$ cat config.mk
export PLATFORM = sky130hd
export DESIGN_NAME = tff_counter_flat
export DESIGN_NICKNAME = d
export VERILOG_FILES = /design/src/rtl/tff_counter_if.sv /design/src/rtl/tff_counter.sv /design/src/flat_wrapper.sv
export SDC_FILE = /design/constraint.sdc
export NUM_CORES = 1
export LEC_CHECK = 0
export CORE_MARGIN = 2
export CORE_UTILIZATION = 48
export CTS_BUF_LIST = sky130_fd_sc_hd__clkbuf_4 sky130_fd_sc_hd__clkbuf_8
export DETAILED_ROUTE_END_ITERATION = 8
export PLACE_DENSITY_LB_ADDON = 0.12
export SYNTH_ARGS = -nofsm -noshare
export SYNTH_HDL_FRONTEND = slang
export SYNTH_SLANG_ARGS = --single-unit
$ cat constraint.sdc
create_clock -name clk -period 2.7 [get_ports clk]
set_clock_uncertainty 0.05 [all_clocks]
set_input_delay 0.54 -clock clk [delete_from_list [all_inputs] [get_ports clk]]
set_output_delay 0.54 -clock clk [all_outputs]
set_load 0.005 [all_outputs]
$ cat src/rtl/tff_counter_if.sv
// rtl/tff_counter_if.sv - control and status bundle for the tff_counter phase timer
interface tff_counter_if #(
   parameter int WIDTH = 8
);
   logic             en;
   logic             up;
   logic             load;
   logic [WIDTH-1:0] load_val;
   logic [WIDTH-1:0] limit;
   logic [WIDTH-1:0] q;
   logic [WIDTH-1:0] q_n;
   logic [WIDTH-1:0] tog;
   logic             wrap;

   modport master (
      output en, up, load, load_val, limit,
      input  q, q_n, tog, wrap
   );

   modport slave (
      input  en, up, load, load_val, limit,
      output q, q_n, tog, wrap
   );
endinterface

$ cat src/rtl/tff_counter.sv
// rtl/tff_counter.sv - up/down phase timer built from WIDTH T cells with load and wrap pulse
// Optional TFF_COUNTER_SATURATE_EN: hold at the terminal value instead of wrapping.
module tff_counter #(
   parameter int          WIDTH     = 8,
   parameter logic [31:0] RESET_VAL = 32'd0
) (
   input  logic         clk,
   input  logic         rst_n,
   tff_counter_if.slave bus
);
   localparam logic [WIDTH-1:0] LP_RST = RESET_VAL[WIDTH-1:0];
   localparam logic [WIDTH-1:0] LP_ONE = {{(WIDTH-1){1'b0}}, 1'b1};

   logic [WIDTH-1:0] r_q;
   logic [WIDTH-1:0] r_q_n;
   logic [WIDTH-1:0] r_tog;
   logic             r_wrap;

   logic [WIDTH-1:0] w_q_next;
   logic [WIDTH-1:0] w_t;
   logic             w_wrap_next;

   always_comb begin
      w_q_next    = r_q;
      w_wrap_next = 1'b0;
      if (bus.load) begin
         w_q_next = bus.load_val;
      end else if (bus.en) begin
         if (bus.up) begin
            if (r_q >= bus.limit) begin
`ifdef TFF_COUNTER_SATURATE_EN
               // Out-of-range q is pulled back to limit, which counts as entering it.
               w_q_next    = bus.limit;
               w_wrap_next = (r_q != bus.limit);
`else
               w_q_next    = '0;
               w_wrap_next = 1'b1;
`endif
            end else begin
               w_q_next = r_q + LP_ONE;
`ifdef TFF_COUNTER_SATURATE_EN
               w_wrap_next = ((r_q + LP_ONE) == bus.limit);
`endif
            end
         end else begin
            if (r_q == '0) begin
`ifdef TFF_COUNTER_SATURATE_EN
               w_q_next    = '0;
               w_wrap_next = 1'b0;
`else
               w_q_next    = bus.limit;
               w_wrap_next = 1'b1;
`endif
            end else begin
               w_q_next = r_q - LP_ONE;
`ifdef TFF_COUNTER_SATURATE_EN
               w_wrap_next = (r_q == LP_ONE);
`endif
            end
         end
      end
   end

   // Each bit is a T cell: its toggle enable is the difference between now and next.
   assign w_t = r_q ^ w_q_next;

   always_ff @(posedge clk or negedge rst_n) begin
      if (!rst_n) begin
         r_q    <= LP_RST;
         r_q_n  <= ~LP_RST;
         r_tog  <= '0;
         r_wrap <= 1'b0;
      end else begin
         for (int i = 0; i < WIDTH; i++) begin
            if (w_t[i]) begin
               r_q[i]   <= ~r_q[i];
               r_q_n[i] <= ~r_q_n[i];
            end
         end
         r_tog  <= w_t;
         r_wrap <= w_wrap_next;
      end
   end

   assign bus.q    = r_q;
   assign bus.q_n  = r_q_n;
   assign bus.tog  = r_tog;
   assign bus.wrap = r_wrap;
endmodule

$ cat src/flat_wrapper.sv
// flat-port wrapper written by rule: the top's interface ports become plain ports
module tff_counter_flat 
#(
   parameter int          WIDTH     = 8,
   parameter logic [31:0] RESET_VAL = 32'd0
)
  (clk, rst_n, bus_en, bus_up, bus_load, bus_load_val, bus_limit, bus_q, bus_q_n, bus_tog, bus_wrap);
  tff_counter_if #(.WIDTH(WIDTH)) bus_i ();
  input  logic clk;
  input  logic rst_n;
  input wire logic [$bits(bus_i.en)-1:0] bus_en;
  input wire logic [$bits(bus_i.up)-1:0] bus_up;
  input wire logic [$bits(bus_i.load)-1:0] bus_load;
  input wire logic [$bits(bus_i.load_val)-1:0] bus_load_val;
  input wire logic [$bits(bus_i.limit)-1:0] bus_limit;
  output wire logic [$bits(bus_i.q)-1:0] bus_q;
  output wire logic [$bits(bus_i.q_n)-1:0] bus_q_n;
  output wire logic [$bits(bus_i.tog)-1:0] bus_tog;
  output wire logic [$bits(bus_i.wrap)-1:0] bus_wrap;
  assign bus_i.en = bus_en;
  assign bus_i.up = bus_up;
  assign bus_i.load = bus_load;
  assign bus_i.load_val = bus_load_val;
  assign bus_i.limit = bus_limit;
  assign bus_q = bus_i.q;
  assign bus_q_n = bus_i.q_n;
  assign bus_tog = bus_i.tog;
  assign bus_wrap = bus_i.wrap;
  tff_counter #(.WIDTH(WIDTH), .RESET_VAL(RESET_VAL)) u_core (.clk(clk), .rst_n(rst_n), .bus(bus_i));
endmodule
==> results of run 1 <==
cell type report:
type / instances / area, µm² / share of cell area
clock inverters: 1 / 7.507 / 0.002541
multi-input cells: 195 / 1411 / 0.4778
flip-flops and latches: 25 / 635.6 / 0.2152
repair buffers: 80 / 725.7 / 0.2457
well taps: 52 / 65.06 / 0.02202
clock buffers: 3 / 41.29 / 0.01398
inverters: 18 / 67.56 / 0.02287
cells in the mapped netlist, drive strengths merged, types with 4 or more instances:
cell / number / share of area
o31ai: 4 / 0.014
nand3: 8 / 0.018
clkbuf: 11 / 0.019
buf: 6 / 0.019
inv: 18 / 0.031
o21ai: 19 / 0.045
nand2: 18 / 0.031
xor2: 10 / 0.040
or3: 6 / 0.017
nor2: 17 / 0.029
dfrtp: 17 / 0.20
xnor2: 8 / 0.032
a211oi: 4 / 0.014
o311ai: 4 / 0.024
a31oi: 4 / 0.011
a21oi: 13 / 0.030
o211ai: 5 / 0.020
ha: 11 / 0.063
nor3: 9 / 0.021
and3: 4 / 0.011
dfstp: 8 / 0.097
sequential cells by signal (all words and copies together), names as in the netlist:
signal,count
u_core.bus.q_n,8
u_core.bus.tog,8
u_core.bus.wrap,1
u_core.bus.q,8
path summary, 6_finish.rpt:
kind,slack [ps],endpoint,depth (start not counted),from
max,80,u_core.bus.q_n[1],9,bus_limit[0]
min,480,u_core.bus.q_n[4],1,u_core.bus.q_n[4]
max reg2reg,260,u_core.bus.q_n[1],9,u_core.bus.q[0]
min reg2reg,480,u_core.bus.q_n[4],1,u_core.bus.q_n[4]
max in group asynchronous,1730,u_core.bus.q_n[6],2,rst_n
min in group asynchronous,560,u_core.bus.q[2],2,rst_n
logic make-up (layout without fill, tap and decap cells):
logic type,count (synthesis),count (layout)
multiplexers,2,2
XOR/XNOR,18,18
buffers and inverters,35,102
AND/OR/NAND/NOR,77,77
flip-flops,25,25
adder cells (fa/ha/maj),11,11
AO/OA/AOI/OAI,87,87
metrics by stage:
step                      worst slack [ps]  std cells  utilization
after floorplan                     0.7043        255            -
after global placement              -230.6        370       0.6626
after detailed placement            -255.6        370       0.6626
after CTS                            42.75        374       0.6739
after global routing                -54.64        374       0.6784
final                                77.71        374       0.6784
per-layer routing:
| metal | wire length [µm] | share of wire | up-vias | track usage |
|---|---|---|---|---|
| li1 | - | - | 1088 | - |
| met1 | 2668 | 0.43 | 1077 | 0.3419 |
| met2 | 3034 | 0.49 | 87 | 0.4239 |
| met3 | 375 | 0.061 | 8 | 0.03516 |
| met4 | 111 | 0.018 | 0 | 0.1027 |
| met5 | 0 | 0 | - | 0 |
power groups by stage:
stage | combinational (µW) | clock [µW] | sequential (µW)
2_1_floorplan | 392 | 0 | 610
3_3_place_gp | 781 | 0 | 603
3_5_place_dp | 788 | 0 | 606
4_1_cts | 792 | 245 | 600
5_1_grt | 867 | 258 | 613
6_report | 796 | 239 | 599
==> results by group, run 1 <==
Outcome
  – Status: complete, no violations

Logic synthesis
  – Syn Nets: around 290
  – Post-synth EDFFs: 0
  – Largest family of logic cells by synthesized area: compound AO/OA/AOI/OAI gates
  – Mux cell area share after synthesis: 0.01149
  – Synth async-reset ratio: 1.000
  – Compound-gate portion of the synthesized area: 0.3149
  – Register area share after synthesis: 0.2920
  – Synth Area in XOR/XNOR: 0.07241
  – Main synth FF type: dfrtp_1
  – Synth cell types: 59
  – Number of synthesized register bits: 25
  – Yosys warns: 0
  – Mapped Area: ~2200 µm²
  – Synth Instances: 255
  – Synth Area in Adders: 0.06322
  – Simple-gate share of the synthesized area: 0.1770
  – Avg Inst Size Synth: around 8.5 µm²

Global routing
  – Initial antenna violation count: 0
  – Pin count of the biggest net entering global routing: 27
  – Vias in the first global route: 2187
  – GRT Total Usage: 0.2574
  – GRT overflow: 0
  – First-pass GRT wire length: 10470 µm

Finish
  – Number of antenna diodes: 0
  – Post-Layout Inst Area: approximately 3000 µm²
  – Nets: approximately 360
  – Most frequent cells in the layout: 45 x clkdlybuf4s50_1, 34 x buf_4, 18 x inv_1, 18 x nand2_1
  – Fillers: between 300 and 400
  – Area grow syn2layout: 35.69%
  – Fraction of layout cells with a size suffix above 1: 0.1925
  – Most common cell after layout, fill and taps aside: clkdlybuf4s50_1

CTS
  – TritonCTS Buffers: 3
  – Root Buffer: clkbuf_8
  – CTS tree: built
  – Clk slew on worst S/H paths: 90 ps
  – Post-cts hold buffer count: 0
  – Clk Latency, worst-skew pair: 280 ps
  – Post-CTS setup buffer count: 0
  – Post-CTS Resized: 0
  – # H-tree levels: 1
  – CTS sink cnt: 25
  – CTS Buffer Depth: 2

Route
  – Wire per inst: ~17 µm
  – Vias per cell: 6.043
  – 1st-pass router iterations: 5
  – Remaining DRCs: 0
  – ANT nets after route: 0
  – Initial drt markers: 109
  – Via count: 2260
  – Total wire length: 6190 µm

Worst setup path
  – CP Data Required Time: 2850 ps
  – CP top delay family: compound AO/OA/AOI/OAI gates
  – Worst Setup End Kind: flip-flop
  – Critical setup path kind: in -> reg
  – Critical Path AT: 2770 ps
  – CP max FO: 4
  – CP max-delay cell: clkdlybuf4s50_1
  – Critical Path Most Common Cell: o21ai_0
  – CP bufs+invs: 2
  – Critical path launch point type: input port
  – Crit path largest cell delay: 480 ps
  – Cell Chain, Critical Path: clkdlybuf4s50_1 > ha_1 > nand2b_1 > a2111oi_4 > o21ai_0 > buf_4 > a2bb2oi_2 > a221oi_1 > o21ai_0

Pwr
  – Sw Share: 0.3540
  – Max VDD drop: 0.0003936 V
  – Reg power frac: 0.366
  – Combinational power share: 0.487
  – Leak Pwr: around 0.0013 µW
  – Tot Pwr: 1635 µW
  – Power Dens Cells: approximately 550 nW/µm²
  – Internal Pwr Total: approximately 1100 µW
  – Clock power frac: 0.146
  – Sw power: 578.8 µW

STA
  – Fin. max-slew vios: 0
  – Worst rel slew slack: 0.7426
  – Setup TNS: 0 ps
  – Final hold slack: 476.2 ps
  – Final Hold Viols: 0
  – Final setup vio count: 0
  – F_max: 381.3 MHz
  – Slew of the pin with the lowest slew margin: 386.1 ps
  – Tmin final: 2622 ps
  – Unrepaired setup endpoints after global routing: yes
  – Period utilisation layout: 0.9712

Worst hold path
  – Hold Crit Class: reg -> reg

Die
  – Die height: 71.35 µm
  – Core area: about 4400 µm²
  – Row cnt: 24
  – Die width: 71.35 µm
  – IO Count: 46
  – Starting Density: 0.5000
  – Die area: between 5000 and 6000 µm²

Place
  – Routability Congestion: 0.8757
  – DP Area: 2885 µm²
  – IO Port Bufs: 45
  – HPWL after DPL: 4701 µm

Flow run
  – Max Cap Viol: 0
Power figures use the tool's default switching activity.
==> inputs of run 2 (changes only) <==
--- a/config.mk
+++ b/config.mk
@@ -8,6 +8,7 @@
 export CORE_MARGIN = 2
 export CORE_UTILIZATION = 48
 export CTS_BUF_LIST = sky130_fd_sc_hd__clkbuf_4 sky130_fd_sc_hd__clkbuf_8
+export CTS_CLUSTER_DIAMETER = 200
 export DETAILED_ROUTE_END_ITERATION = 8
 export PLACE_DENSITY_LB_ADDON = 0.12
 export SYNTH_ARGS = -nofsm -noshare
==> results of run 2 <==
No change in the layout: final DEF, timing and power equal those of run 1.
==> inputs of run 3 (changes only) <==
--- a/config.mk
+++ b/config.mk
@@ -5,6 +5,7 @@
 export SDC_FILE = /design/constraint.sdc
 export NUM_CORES = 1
 export LEC_CHECK = 0
+export CAP_MARGIN = 20
 export CORE_MARGIN = 2
 export CORE_UTILIZATION = 48
 export CTS_BUF_LIST = sky130_fd_sc_hd__clkbuf_4 sky130_fd_sc_hd__clkbuf_8
==> constraint.sdc (replaced) <==
create_clock -name clk -period 2.7 [get_ports clk]
set_clock_uncertainty 0.05 [all_clocks]
set_input_delay 0.405 -clock clk [delete_from_list [all_inputs] [get_ports clk]]
set_output_delay 0.405 -clock clk [all_outputs]
set_load 0.005 [all_outputs]
==> run 3 against run 2 <==
Final cell count is 1.3% lower. Power shrank 0.98%. First-iteration DRC count rose by 18%. Cell area decreased by 2.4%. Routed wire length is 1.7% higher. Core utilization decreased by 1.6 points. Non-clock buffer count fell by 5. Die area did not move. Via count fell by 0.75%. Sequential cell count stayed put. Critical endpoint unchanged. Global-route usage shrank 0.37 points. Combinational power fell by 2.8%.
==> results by group, run 3 (same netlist as run 1, synthesis figures left out) <==
Route
  – Via count: 2243 (-0.75%)
  – 1st-pass router iterations: 5 (unchanged)
  – ANT nets after route: 0 (unchanged)
  – Vias per cell: 6.079 (+0.59%)
  – Wire per inst: 17.06 µm (+3.1%)
  – Initial drt markers: 129 (+18%)
  – Total wire length: 6294 µm (+1.7%)
  – Remaining DRCs: 0 (unchanged)

CTS
  – TritonCTS Buffers: 3 (unchanged)
  – CTS Buffer Depth: 2 (unchanged)
  – Post-CTS setup buffer count: 0 (unchanged)
  – CTS sink cnt: 25 (unchanged)
  – Clk Latency, worst-skew pair: 290 ps (about the same)
  – Clk slew on worst S/H paths: 100 ps (about the same)
  – Root Buffer: clkbuf_8
  – Post-CTS Resized: 0 (unchanged)
  – CTS tree: built
  – # H-tree levels: 1 (unchanged)
  – Post-cts hold buffer count: 0 (unchanged)

Worst hold path
  – Hold Crit Class: in -> async

Worst setup path
  – Reg2reg end: u_core.bus.q_n[1]
  – Critical Path Most Common Cell: o21ai_0
  – Crit path largest cell delay: 500 ps (+20 ps)
  – CP Data Required Time: 2850 ps (about the same)
  – Critical Path AT: 2730 ps (-40 ps)
  – Setup crit start: bus_limit[0]
  – Worst Setup End Kind: flip-flop
  – Cell Chain, Critical Path: clkdlybuf4s50_1 > ha_1 > nand2b_1 > a2111oi_4 > o21ai_0 > buf_4 > a2bb2oi_2 > a221oi_1 > o21ai_0
  – Worst r2r path cells: 9 (unchanged)
  – Critical path launch point type: input port
  – Worst R2R Setup Slack: 190 ps (-70 ps)
  – CP bufs+invs: 2 (unchanged)
  – Critical setup path kind: in -> reg
  – CP max FO: 4 (unchanged)
  – Critical R2R Launch: u_core.bus.q[0]
  – WP depth: 9 (unchanged)
  – Crit path to: u_core.bus.q_n[1]
  – CP max-delay cell: clkdlybuf4s50_1
  – CP top delay family: compound AO/OA/AOI/OAI gates

Place
  – HPWL after DPL: 4766 µm (+1.4%)
  – Placed cells: 365 (-1.4%)
  – Routability Congestion: 0.9074 (+3.6%)
  – IO Port Bufs: 45 (unchanged)
  – DP Area: 2835 µm² (-1.7%)

Finish
  – Post-Layout Inst Area: 2884 µm² (-2.4%)
  – Most common cell after layout, fill and taps aside: clkdlybuf4s50_1
  – Fraction of layout cells with a size suffix above 1: 0.1703 (-0.02220)
  – Nets: 350 (-1.4%)
  – Fin util: 0.6624 (-0.01609)
  – Most frequent cells in the layout: 45 x clkdlybuf4s50_1, 30 x buf_4, 18 x inv_1, 18 x nand2_1
  – Non-filler cells, final: 369 (-1.3%)
  – Area grow syn2layout: 32.47%
  – Number of antenna diodes: 0 (unchanged)
  – Fillers: 420 (+11%)

STA
  – Final setup vio count: 0 (unchanged)
  – Final hold slack: 425.4 ps (-50.87 ps)
  – Fin. max-slew vios: 0 (unchanged)
  – F_max: 387.9 MHz (+1.7%)
  – Tmin final: 2578 ps (-44.19 ps)
  – Worst rel slew slack: 0.7377 (-0.004839)
  – Setup TNS: 0 ps (unchanged)
  – Slew of the pin with the lowest slew margin: 387.3 ps (+1.137 ps)
  – Unrepaired setup endpoints after global routing: no
  – Period utilisation layout: 0.9549 (-0.01637)
  – Final Hold Viols: 0 (unchanged)

Pwr
  – Power Dens Cells: 561.4 nW/µm² (+1.4%)
  – Leak Pwr: 0.001220 µW (-2.7%)
  – Max VDD drop: 0.0003742 V (-4.9%)

Global routing
  – GRT Total Usage: 0.2537 (-0.003692)
  – Vias in the first global route: 2153 (-1.6%)
  – First-pass GRT wire length: 10190 µm (-2.7%)
  – Pin count of the biggest net entering global routing: 26 (-3.7%)
  – Initial antenna violation count: 0 (unchanged)
  – GRT overflow: 0 (unchanged)

Die
  – Row cnt: 24 (unchanged)
  – Starting Density: 0.5000 (unchanged)
  – Core area: 4354 µm² (unchanged)
  – Die width: 71.35 µm (unchanged)
  – Die height: 71.35 µm (unchanged)
  – IO Count: 46 (unchanged)
  – Die area: 5090 µm² (unchanged)

Outcome
  – Status: complete, no violations

Flow run
  – Max Cap Viol: 0 (unchanged)
[run 3: power breakdown]
group | total [µW] | leakage [µW] | internal, µW | switching [µW]
logic | 774 | 0.000907 | 421 | 353
registers | 601 | 0.000292 | 516 | 84.4
clock network | 244 | 0.0000217 | 105 | 139
total | 1620 | 0.00122 | 1040 | 577
[run 3: worst min path at each step]
| stage | start | to | slack, ps | depth (start not counted) |
|---|---|---|---|---|
| after CTS | rst_n | u_core.bus.q[3] | 440 | 2 |
| final | rst_n | u_core.bus.q[2] | 430 | 2 |
| after detailed placement | u_core.bus.q_n[6] | u_core.bus.q_n[6] | 470 | 1 |
| after floorplan | rst_n | u_core.bus.q[0] | 60 | 0 |
| after global routing | rst_n | u_core.bus.q[2] | 450 | 2 |
| after global placement | u_core.bus.q_n[2] | u_core.bus.q_n[2] | 460 | 1 |
[run 3: through the flow]
step           total power [µW]  setup slack, ps
3_5_place_dp               1379           -149.1
6_report                   1619            121.9
2_1_floorplan              1002           0.7043
5_1_grt                    1715            10.67
4_1_cts                    1626            142.7
3_3_place_gp               1370           -106.2
[run 3: area by class of cell]
type / instances / area (µm²) / area share
tap: 52 / 65.06 / 0.02256
sequential: 25 / 635.6 / 0.2204
clock inverter: 1 / 7.507 / 0.002603
timing repair buffer: 75 / 675.6 / 0.2343
multi-input combinational: 195 / 1391 / 0.4824
inverter: 18 / 67.56 / 0.02343
clock buffer: 3 / 41.29 / 0.01432
[run 3: routing by layer]
layer | share of wire | vias up | GRT usage | routed length (µm)
li1 | - | 1072 | - | -
met1 | 0.44 | 1081 | 0.3263 | 2760
met2 | 0.49 | 81 | 0.4486 | 3078
met3 | 0.055 | 9 | 0.02110 | 346
met4 | 0.017 | 0 | 0.08386 | 109
met5 | 0 | - | 0 | 0
==> RTL edit 1 (flow settings as in run 1) <==
Reset style: synchronous (`rst_n`), changed in one clocked block.
--- a/src/rtl/tff_counter.sv
+++ b/src/rtl/tff_counter.sv
@@ -64,7 +64,7 @@
    // Each bit is a T cell: its toggle enable is the difference between now and next.
    assign w_t = r_q ^ w_q_next;
 
-   always_ff @(posedge clk or negedge rst_n) begin
+   always_ff @(posedge clk) begin
       if (!rst_n) begin
          r_q    <= LP_RST;
          r_q_n  <= ~LP_RST;
Function: differs if rst_n is asserted again (counterexample within 4 cycles, from zero or initial values and one cycle with rst_n low); with rst_n held inactive, the same outputs for 10 cycles.
==> RTL edit 1 against run 1 <==
Clock power down 2%; sequential cell count unchanged; worst setup slack better by 0.022 ns; wire length down 8.6%; synthesized area down 14%; cell area down 2.5%; cell count down 1.9%; power down 23%.
==> RTL edit 1: results (changes against run 1) <==
| Metric | Value |
|---|---|
| Status | `completed` |
| Post-CTS resize count | `20 (+20)` |
| Met1 usage | `37.1% (+2.9 points)` |
| Compound-Gate Fraction of Synth Area | `24.6% (-6.9 points)` |
| CP endpoint | `u_core.bus.q_n[5]$_SDFFE_PN1P_` |
| Via Count | `2071 (-8.4%)` |
| Xor/xnor share of the synthesized area | `6.32% (-0.92 points)` |
| Sw frac | `32.4% (-3.0 points)` |
| WL met1 | `2650 microns (-0.64%)` |
| Worst-path fanout max | `10 (+6)` |
| Drt first pass iters | `4 (-1)` |
| Final Wtd Congestion | `0.926 (+5.7%)` |
| Top cells by area, synth | `dfxtp_1 (27%), ha_1 (7.3%), nand2_1 (4.8%), nand2b_1 (4.3%), a21oi_1 (4.3%)` |
| Slew headroom | `77.3% (+3.0 points)` |
| Worst Hold End | `u_core.bus.q_n[0]$_SDFFE_PN1P_` |
| Fin worst setup slack | `0.100 ns (+0.0225 ns)` |
| Vias in the first global route | `1974 (-9.7%)` |
| Critical Path AT | `2.77 ns (about the same)` |
| Placement Setup Slack | `-0.593 ns (-0.338 ns)` |
| Clock net power | `235 uW (-2%)` |
| Cell family with most CP delay | `simple AND/OR/NAND/NOR gates` |
| Hold path cells | `2 (+1)` |
| Max VDD drop | `0.000347 V (-12%)` |
| Critical-path top delay cell | `or4_4` |
| Root Driver | `clkbuf_8` |
| Post-CTS setup buffers | `1 (+1)` |
| Drt total wl | `5660 microns (-8.6%)` |
| Post-synthesis cell type count | `56 (-5.1%)` |
| H-tree levels | `1 (unchanged)` |
| Asr flop ratio synth | `0% (-100 points)` |
| Crit Path Category | `flip-flop to flip-flop` |
| Reg2Reg Depth | `8 (-1)` |
| Aggregate global-route resource usage | `26.6% (+0.82 points)` |
| Total leakage power | `1.26 nW (+0.51%)` |
| First-pass GRT wire length | `9100 microns (-13%)` |
| Met3 Track Usage GR | `2.53% (-0.98 points)` |
| Met2 Use GR | `42.9% (+0.49 points)` |
| Hold_sp | `u_core.bus.q_n[0]$_SDFFE_PN1P_` |
| Metal2 WL | `2610 microns (-14%)` |
| Layout cell share with drive strength beyond 1 | `28.5% (+9.3 points)` |
| Final layout net count | `352 (-0.85%)` |
| Hold slack | `0.450 ns (-0.0261 ns)` |
| Metal3 WL | `309 microns (-18%)` |
| Part of the power in registers | `35.2% (-1.4 points)` |
| Seq/Total Area, Yosys | `26.6% (-2.6 points)` |
| Dpl hpwl | `4180 microns (-11%)` |
| Adder-cell area share of the yosys netlist | `7.32% (+1.0 points)` |
| Post-synth top cells | `dfxtp_1 (25), nand2_1 (24), nor2_1 (17)` |
| Violation count after the first detailed-route iteration | `89 (-18%)` |
| Syn Nets | `270 (-5.9%)` |
| Pin count of the biggest net entering global routing | `21 (-22%)` |
| Post-synthesis mux area share | `3.46% (+2.3 points)` |
| R2R Path Start | `u_core.bus.q[1]$_SDFFE_PN0P_` |
-- RTL edit 1: cell count changes after synthesis, moves of 5 or more --
cell / delta
dfrtp_1: -17
dfxtp_1: +25
o21ai_0: -6
nand2_1: +6
nand2b_1: +10
dfstp_2: -8
inv_1: -5
-- RTL edit 1: layout make-up --
cell class                      count  area, sq um
Sequential cell                    25          502
Multi-Input combinational cell    184         1400
Clock buffer                        4         48.8
Inverter                           13         51.3
Timing Repair Buffer               93          817
Tap cell                           48         60.1
Fill cell                         283          837
-- RTL edit 1: per-stage QoR --
step                TNS, ns  instance area, sq um  utilization (%)  cells  total power, mW
global route              0                  2880             77.5    367             1.34
floorplan           -0.0171                  1900                -    238            0.731
finish                    0                  2880             77.5    367             1.27
global placement      -4.48                  2670             72.0    360            0.970
detailed placement    -5.16                  2670             72.0    360            0.981
CTS                       0                  2810             75.6    365             1.24
==> RTL edit 2 (flow settings as in run 1) <==
Without the edit above. `WIDTH` is set to 8 in 3 places; all go to 7.
--- a/src/rtl/tff_counter_if.sv
+++ b/src/rtl/tff_counter_if.sv
@@ -1,6 +1,6 @@
 // rtl/tff_counter_if.sv - control and status bundle for the tff_counter phase timer
 interface tff_counter_if #(
-   parameter int WIDTH = 8
+   parameter int WIDTH = 7
 );
    logic             en;
    logic             up;
--- a/src/rtl/tff_counter.sv
+++ b/src/rtl/tff_counter.sv
@@ -1,7 +1,7 @@
 // rtl/tff_counter.sv - up/down phase timer built from WIDTH T cells with load and wrap pulse
 // Optional TFF_COUNTER_SATURATE_EN: hold at the terminal value instead of wrapping.
 module tff_counter #(
-   parameter int          WIDTH     = 8,
+   parameter int          WIDTH     = 7,
    parameter logic [31:0] RESET_VAL = 32'd0
 ) (
    input  logic         clk,
--- a/src/flat_wrapper.sv
+++ b/src/flat_wrapper.sv
@@ -1,7 +1,7 @@
 // flat-port wrapper written by rule: the top's interface ports become plain ports
 module tff_counter_flat 
 #(
-   parameter int          WIDTH     = 8,
+   parameter int          WIDTH     = 7,
    parameter logic [31:0] RESET_VAL = 32'd0
 )
   (clk, rst_n, bus_en, bus_up, bus_load, bus_load_val, bus_limit, bus_q, bus_q_n, bus_tog, bus_wrap);
Ports: changed (5 resized); port bits go from 46 to 41. No check against the original RTL was run, so the function may have changed too.
==> RTL edit 2 against run 1 <==
The run now ends with design-rule violations left; synthesized area fell by 22%; wire length fell by 26%; first-iteration DRC count rose by 8.3%; worst setup slack improved by 0.11 ns; power fell by 17%; count of clock-buffer cells in the layout did not move; global-route usage fell by 0.74 points; sequential cell count fell by 3; cell area fell by 21%.
==> RTL edit 2: results (changes against run 1) <==
| Metric | Value |
|---|---|
| PortBufs | `40 (-11%)` |
| Root Driver | `clkbuf_4` |
| Vias in the first global route | `1723 (-21%)` |
| Total leakage power | `1.01 nW (-20%)` |
| Final layout net count | `277 (-22%)` |
| Seq/Total Area, Yosys | `32.9% (+3.7 points)` |
| Final clock-cell share | `2.24% (+0.59 points)` |
| Layout cell share with drive strength beyond 1 | `20.2% (+0.99 points)` |
| Vias per std cell | `5.59 (-7.4%)` |
| Post-synthesis cell type count | `60 (+1.7%)` |
| Status | `finished with violations` |
| Post-route DRC | `1 (+1)` |
| Critical-path top delay cell | `or4_1` |
| Via Count | `1639 (-27%)` |
| Clock Latency Late Sink | `0.32 ns (+0.04 ns)` |
| Number of fill cells | `291 (-23%)` |
| Cell family with most CP delay | `simple AND/OR/NAND/NOR gates` |
| Buffering overhead | `25.4% (+0.87 points)` |
| Design area | `2340 sq um (-21%)` |
| Syn Nets | `218 (-24%)` |
| Drt first pass iters | `7 (+2)` |
| Post-layout min period | `2.52 ns (-0.106 ns)` |
| Pin count of the biggest net entering global routing | `23 (-15%)` |
| Multi-Input Combinational | `144 (-26%)` |
| Violation count after the first detailed-route iteration | `118 (+8.3%)` |
| Failing checks | `design-rule violations` |
| Aggregate global-route resource usage | `25.0% (-0.74 points)` |
| Final Wtd Congestion | `0.867 (-0.98%)` |
| Critical Path AT | `2.72 ns (-0.05 ns)` |
| Post-synth top cells | `nand2_1 (19), a21oi_1 (15), dfrtp_1 (15)` |
## RTL edit 2: routing by layer
layer	wire length (microns)	up-vias	track usage [%]
li1	-	801	-
met1	1920	772	32.7
met2	2320	60	41.6
met3	296	6	4.11
met4	42	0	8.97
met5	0	-	0
## RTL edit 2: repair_timing
action | CTS | global route
endpoints found under the hold margin | 0 | 0
setup endpoints to repair | 0 | 1
gates resized for setup | 0 | 1
## RTL edit 2: cells by family (layout without fill, tap and decap cells)
group / Yosys count / after routing / synth area share, %
compound gates: 65 / 65 / 26.7
simple gates: 56 / 56 / 19.4
buf+inv: 23 / 81 / 6.48
mux: 4 / 4 / 2.51
xor+xnor: 9 / 9 / 4.64
fa+ha+maj: 10 / 10 / 7.37
flops: 22 / 22 / 32.9
## RTL edit 2: path summary, 6_finish.rpt
kind / start / to / slack (ns) / cells past startpoint
min in group asynchronous: rst_n / u_core.bus.q[4]$_DFFE_PN0P_ / 0.49 / 2
worst min-delay path: u_core.bus.q_n[6]$_DFFE_PN1P_ / u_core.bus.q_n[6]$_DFFE_PN1P_ / 0.48 / 1
worst max register to register: u_core.bus.q[0]$_DFFE_PN0P_ / u_core.bus.q_n[4]$_DFFE_PN1P_ / 0.21 / 9
max in group asynchronous: rst_n / u_core.bus.q_n[1]$_DFFE_PN1P_ / 1.81 / 2
worst min register to register: u_core.bus.q_n[6]$_DFFE_PN1P_ / u_core.bus.q_n[6]$_DFFE_PN1P_ / 0.48 / 1
worst max-delay path: bus_limit[2] / u_core.bus.q_n[1]$_DFFE_PN1P_ / 0.18 / 10
## RTL edit 2: report_power, final
part | total [mW] | switching, mW | internal (mW)
Sequential | 0.506 | 0.0526 | 0.454
Clock | 0.264 | 0.114 | 0.150
Combinational | 0.581 | 0.258 | 0.322
